File: src/rtl/immediate_extender_pipe.sv
// Purpose: select immediate field A/B/C (or an A:A pair) and sign/zero-extend it to DATA_WIDTH.
// Latency: one cycle; a beat accepted at edge N is visible on extenderOutput after edge N.
// Backpressure: one-deep output register; inReady = !outValid || outReady (accept and drain may overlap).
//
// Ports:
//   clock, reset          single clock, synchronous active-high reset
//   inValid / inReady     input beat handshake
//   extenderSelection     00=A, 01=B, 10=C, 11=pair (two A beats concatenated)
//   signMode              1=sign-extend, 0=zero-extend
//   inputA/B/C            immediate fields
//   outValid / outReady   result handshake
//   extenderOutput        extended immediate
//   pairPending           first half of a pair has been captured
//
// Build option: define EXTENDER_PAIR_EN to implement the two-beat pair mode.
// Without it, selection 11 produces the constant 1 in a single beat and
// pairPending is tied low.

module immediate_extender_pipe #(
  parameter int DATA_WIDTH    = 32,
  parameter int FIELD_A_WIDTH = 16,
  parameter int FIELD_B_WIDTH = 21,
  parameter int FIELD_C_WIDTH = 16
) (
  input  logic                     clock,
  input  logic                     reset,
  input  logic                     inValid,
  output logic                     inReady,
  input  logic [1:0]               extenderSelection,
  input  logic                     signMode,
  input  logic [FIELD_A_WIDTH-1:0] inputA,
  input  logic [FIELD_B_WIDTH-1:0] inputB,
  input  logic [FIELD_C_WIDTH-1:0] inputC,
  output logic                     outValid,
  input  logic                     outReady,
  output logic [DATA_WIDTH-1:0]    extenderOutput,
  output logic                     pairPending
);

  logic                  accept;
  logic                  loadResult;
  logic [DATA_WIDTH-1:0] resultNext;
  logic [DATA_WIDTH-1:0] extA;
  logic [DATA_WIDTH-1:0] extB;
  logic [DATA_WIDTH-1:0] extC;
  logic [DATA_WIDTH-1:0] singleResult;

  assign inReady = !outValid || outReady;
  assign accept  = inValid && inReady;

  // Width casts of a signed operand replicate the MSB; of an unsigned
  // operand they pad with zeros. This also covers the zero-replication case
  // where a pair exactly fills DATA_WIDTH.
  assign extA = signMode ? DATA_WIDTH'($signed(inputA)) : DATA_WIDTH'(inputA);
  assign extB = signMode ? DATA_WIDTH'($signed(inputB)) : DATA_WIDTH'(inputB);
  assign extC = signMode ? DATA_WIDTH'($signed(inputC)) : DATA_WIDTH'(inputC);

  // Selection 11 only reaches this mux as a real result when pair mode is
  // not built; with pair mode the FSM steers 11 away from it.
  always_comb begin
    singleResult = DATA_WIDTH'(1);
    case (extenderSelection)
      2'b00:   singleResult = extA;
      2'b01:   singleResult = extB;
      2'b10:   singleResult = extC;
      default: singleResult = DATA_WIDTH'(1);
    endcase
  end

`ifdef EXTENDER_PAIR_EN

  typedef enum logic {
    IDLE      = 1'b0,
    PAIR_WAIT = 1'b1
  } pairState_t;

  pairState_t                 state;
  pairState_t                 stateNext;
  logic                       loadHigh;
  logic [FIELD_A_WIDTH-1:0]   highReg;
  logic [2*FIELD_A_WIDTH-1:0] pairWord;
  logic [DATA_WIDTH-1:0]      pairResult;

  assign pairWord   = {highReg, inputA};
  assign pairResult = signMode ? DATA_WIDTH'($signed(pairWord)) : DATA_WIDTH'(pairWord);

  always_ff @(posedge clock) begin
    if (reset) begin
      state   <= IDLE;
      highReg <= '0;
    end else begin
      state <= stateNext;
      if (loadHigh) begin
        highReg <= inputA;
      end
    end
  end

  // The second pair beat ignores its selection and B/C fields entirely.
  always_comb begin
    stateNext  = state;
    loadHigh   = 1'b0;
    loadResult = 1'b0;
    resultNext = singleResult;
    case (state)
      IDLE: begin
        if (accept) begin
          if (extenderSelection == 2'b11) begin
            loadHigh  = 1'b1;
            stateNext = PAIR_WAIT;
          end else begin
            loadResult = 1'b1;
          end
        end
      end
      PAIR_WAIT: begin
        if (accept) begin
          loadResult = 1'b1;
          resultNext = pairResult;
          stateNext  = IDLE;
        end
      end
      default: stateNext = IDLE;
    endcase
  end

  assign pairPending = (state == PAIR_WAIT);

`else

  assign loadResult  = accept;
  assign resultNext  = singleResult;
  assign pairPending = 1'b0;

`endif

  // Output register: a new load wins over a drain, so accept-and-drain in
  // the same cycle keeps outValid high with the fresh value.
  always_ff @(posedge clock) begin
    if (reset) begin
      outValid       <= 1'b0;
      extenderOutput <= '0;
    end else if (loadResult) begin
      outValid       <= 1'b1;
      extenderOutput <= resultNext;
    end else if (outReady) begin
      outValid <= 1'b0;
    end
  end

endmodule

File: config.mk
export PLATFORM = sky130hd
export DESIGN_NAME = immediate_extender_pipe
export DESIGN_NICKNAME = d
export VERILOG_FILES = /design/src/rtl/immediate_extender_pipe.sv
export SDC_FILE = /design/constraint.sdc
export NUM_CORES = 1
export LEC_CHECK = 0
export ABC_AREA = 1
export BUFFER_PORTS_ARGS = -buffer_cell sky130_fd_sc_hd__buf_2
export CORE_AREA = 3 3 47 91
export DETAILED_ROUTE_END_ITERATION = 12
export DIE_AREA = 0 0 50 94
export GPL_TIMING_DRIVEN = 0
export PLACE_DENSITY = 0.84
export SYNTH_ARGS = -nofsm -noshare
export SYNTH_HDL_FRONTEND = slang
export SYNTH_SLANG_ARGS = --single-unit
File: constraint.sdc
create_clock -name clock -period 3.4 [get_ports clock]
set_clock_uncertainty 0.15 [all_clocks]
set_input_delay 0.68 -clock clock [delete_from_list [all_inputs] [get_ports clock]]
set_output_delay 0.68 -clock clock [all_outputs]
set_load 0.05 [all_outputs]
==> summary.md <==
| Metric | Value |
|---|---|
| Status | complete, no violations |
| Crit Path Class | reg -> out |
| Routed Antenna Nets | 0 |
| Mapped Cells | approximately 210 |
| CP Max Fanout | 12 |
| Register area | 460.4 µm² |
| Layout cells sized above 1 | between 40% and 50% |
| N_diodes | 0 |
| Number of synthesized flops with an enable pin | 0 |
| CP Data Required Time | 2.57 ns |
| Syn nets | ~270 |
| Global routing usage on met2 | 34.83% |
| Starting Density | 38.98% |
| Synthesis-to-finish area growth | 39.46% |
| Max VDD drop | ~200 µV |
| DRT iter0 DRCs | 35 |
| Placed wire-length estimate | approximately 3400 µm |
| Reg2Reg Launch Point | outValid |
| WP data arrival | about 1.2 ns |
| First-pass GRT wire length | around 6700 µm |
| Grt peak-use layer | met2 |
| CTS Buf Count | 3 |
| Congestion Overflow GR | 0 |
| Area of the multi-input gates | roughly 740 µm² |
| Leak | between 0.001 and 0.0015 µW |
| IO Port Bufs | 92 |
| Final setup vio count | 0 |
| Register area share after synthesis | between 30% and 40% |
| Met3 Track Usage GR | under 10% |
| Placed Cells | roughly 350 |
| CP Launch Type | register |
| Width of the chip | 50 µm |
| P per Cell Area | between 300 and 400 nW/µm² |
| Drt first pass iters | 4 |
| Worst slew pin tran | 0.5105 ns |
| Worst Setup SP | extenderOutput[30] |
| CTS H-tree depth | 1 |
| Most common cell after layout, fill and taps aside | buf_2 |
| Via Count | between 1500 and 2000 |
| Global Route Usage Sum | around 18% |
| Largest net degree at the start of global routing | 13 |
| Area of the core | roughly 3700 µm² |
| Nets | around 360 |
| Post-CTS Hold Buffers | 0 |
| Height of the die | around 94 µm |
| Slew HR | about 66% |
| CTS resizes | 0 |
| Max_cap viols | 0 |
| Max Clk Rate | between 0.4 and 0.5 GHz |
| FF-to-FF setup slack | roughly 2.1 ns |
| CP endpoint kind | output port |
| Setup TNS | 0 ns |
| Commonest non-fill, non-tap cells in the layout | buf_2, nand2_1, nand3_1 |
| Final Slew Violations | 0 |
| Avg Inst Size Synth | 7.007 µm² |
| Vias in the first global route | approximately 1600 |
| Final non-filler cell area | roughly 2000 µm² |
| Avg Vias per Cell | between 4 and 5 |
| Final Worst Setup Slack | approximately 1.3 ns |
| Place WS | ~1.4 ns |
| CTS tree | yes |
| Clock Tree Buf Depth | 2 |
| Yosys cell types | 24 |
| Die Area | 4700 µm² |
| Wirelength, routed | ~4200 µm |
| Critical path capture point | extenderOutput[23] |
| R2R Path End | extenderOutput[30] |
| DRC Markers | 0 |
| Fin. Hold Viols | 0 |
| Main synth FF type | dfxtp_1 |
| Reg2Reg Depth | 5 |
| # clock sinks | 23 |
| Crit path time final | 2.055 ns |
| Final Cycle Share | about three fifths |
| Met1 Use GR | approximately 18% |
| Setup bufs post-CTS | 0 |
| Wire length per cell | around 12 µm |
| Antenna violations before repair | 0 |
| Yosys reg bits | 23 |
| RSZ-0062 raised after global routing | no |
| Placed Area | around 2000 µm² |
| Worst-path clk slew | 0.08 ns |
| Non-filler cells, final | 350 |
| Syn. warnings | 0 |
| RePlAce Congestion | 0.7649 |
| Syn Std Cell Area | roughly 1400 µm² |
| Fill cell count | around 380 |
| Class of the worst hold path | reg -> reg |
| Post-synth ARST share | 0% |
| FP Rows | 31 |
| Clock root cell | clkbuf_8 |
| # IOs | 95 |
| Latest clock arrival within the worst-skew pair | ~0.26 ns |
==> stage by stage <==
step | power (µW) | hold WS (ns) | utilization [%]
2_1_floorplan | 463.5 | 0.5334 | -
3_3_place_gp | 533.5 | 0.3012 | 53.14
3_5_place_dp | 536.8 | 0.3021 | 53.14
4_1_cts | 704.1 | 0.3148 | 54.36
5_1_grt | 731.7 | 0.3396 | 54.36
6_report | 698.5 | 0.3145 | 54.36
==> flip-flops by register name (all words and copies together) (netlist names) <==
register	count
extenderOutput	22
outValid	1
==> power by group <==
group	internal, µW	switching (µW)
logic	83.6	153
clock network	83.6	85.1
registers	284	8.45
total	452	247
==> layout make-up <==
cell class	count	area share, %
repair buffers	92	22.99
clock buffers	4	2.249
inverters	6	1.124
well taps	49	3.061
multi-input cells	153	36.79
flip-flops and latches	23	22.99
plain buffers	23	10.81
==> cells by family after synthesis <==
group	after synthesis	share of synthesized area, %
DFF	23	32.06
other	1	0.2611
and+or+nand+nor	128	39.90
buffers and inverters	29	16.64
AOI/OAI and AO/OA	24	11.15
==> cells in the mapped netlist, types with 2 or more instances <==
cell	number	share of area (%)
nand3_1	39	14
nor2_4	2	1.6
nor2_1	2	0.52
buf_4	12	6.3
inv_2	3	0.78
nand3_2	2	1.4
inv_1	3	0.78
buf_6	6	4.7
a21oi_1	12	4.2
nand2_1	79	21
dfxtp_1	23	32
a21oi_2	10	6.1
==> worst min-delay path by stage <==
stage / startpoint / to / slack [ns] / depth (start not counted)
5_1_grt: extenderOutput[11] / extenderOutput[11] / 0.34 / 2
3_5_place_dp: extenderOutput[15] / extenderOutput[15] / 0.30 / 2
3_3_place_gp: extenderOutput[3] / extenderOutput[3] / 0.30 / 2
2_1_floorplan: extenderOutput[10] / extenderOutput[10] / 0.53 / 2
6_report: extenderOutput[15] / extenderOutput[15] / 0.31 / 2
4_1_cts: extenderOutput[15] / extenderOutput[15] / 0.31 / 2
==> layer usage <==
layer	routed length, µm	up-vias
met5	0	-
li1	-	846
met1	1526	728
met2	2277	73
met3	290	7
met4	81	0
==> worst max-delay path, stage by stage (launching register included) <==
cell and delay (ns):
dfxtp_1 0.54, buf_4 0.17, buf_2 0.25
(Power assumes the default switching activity.)
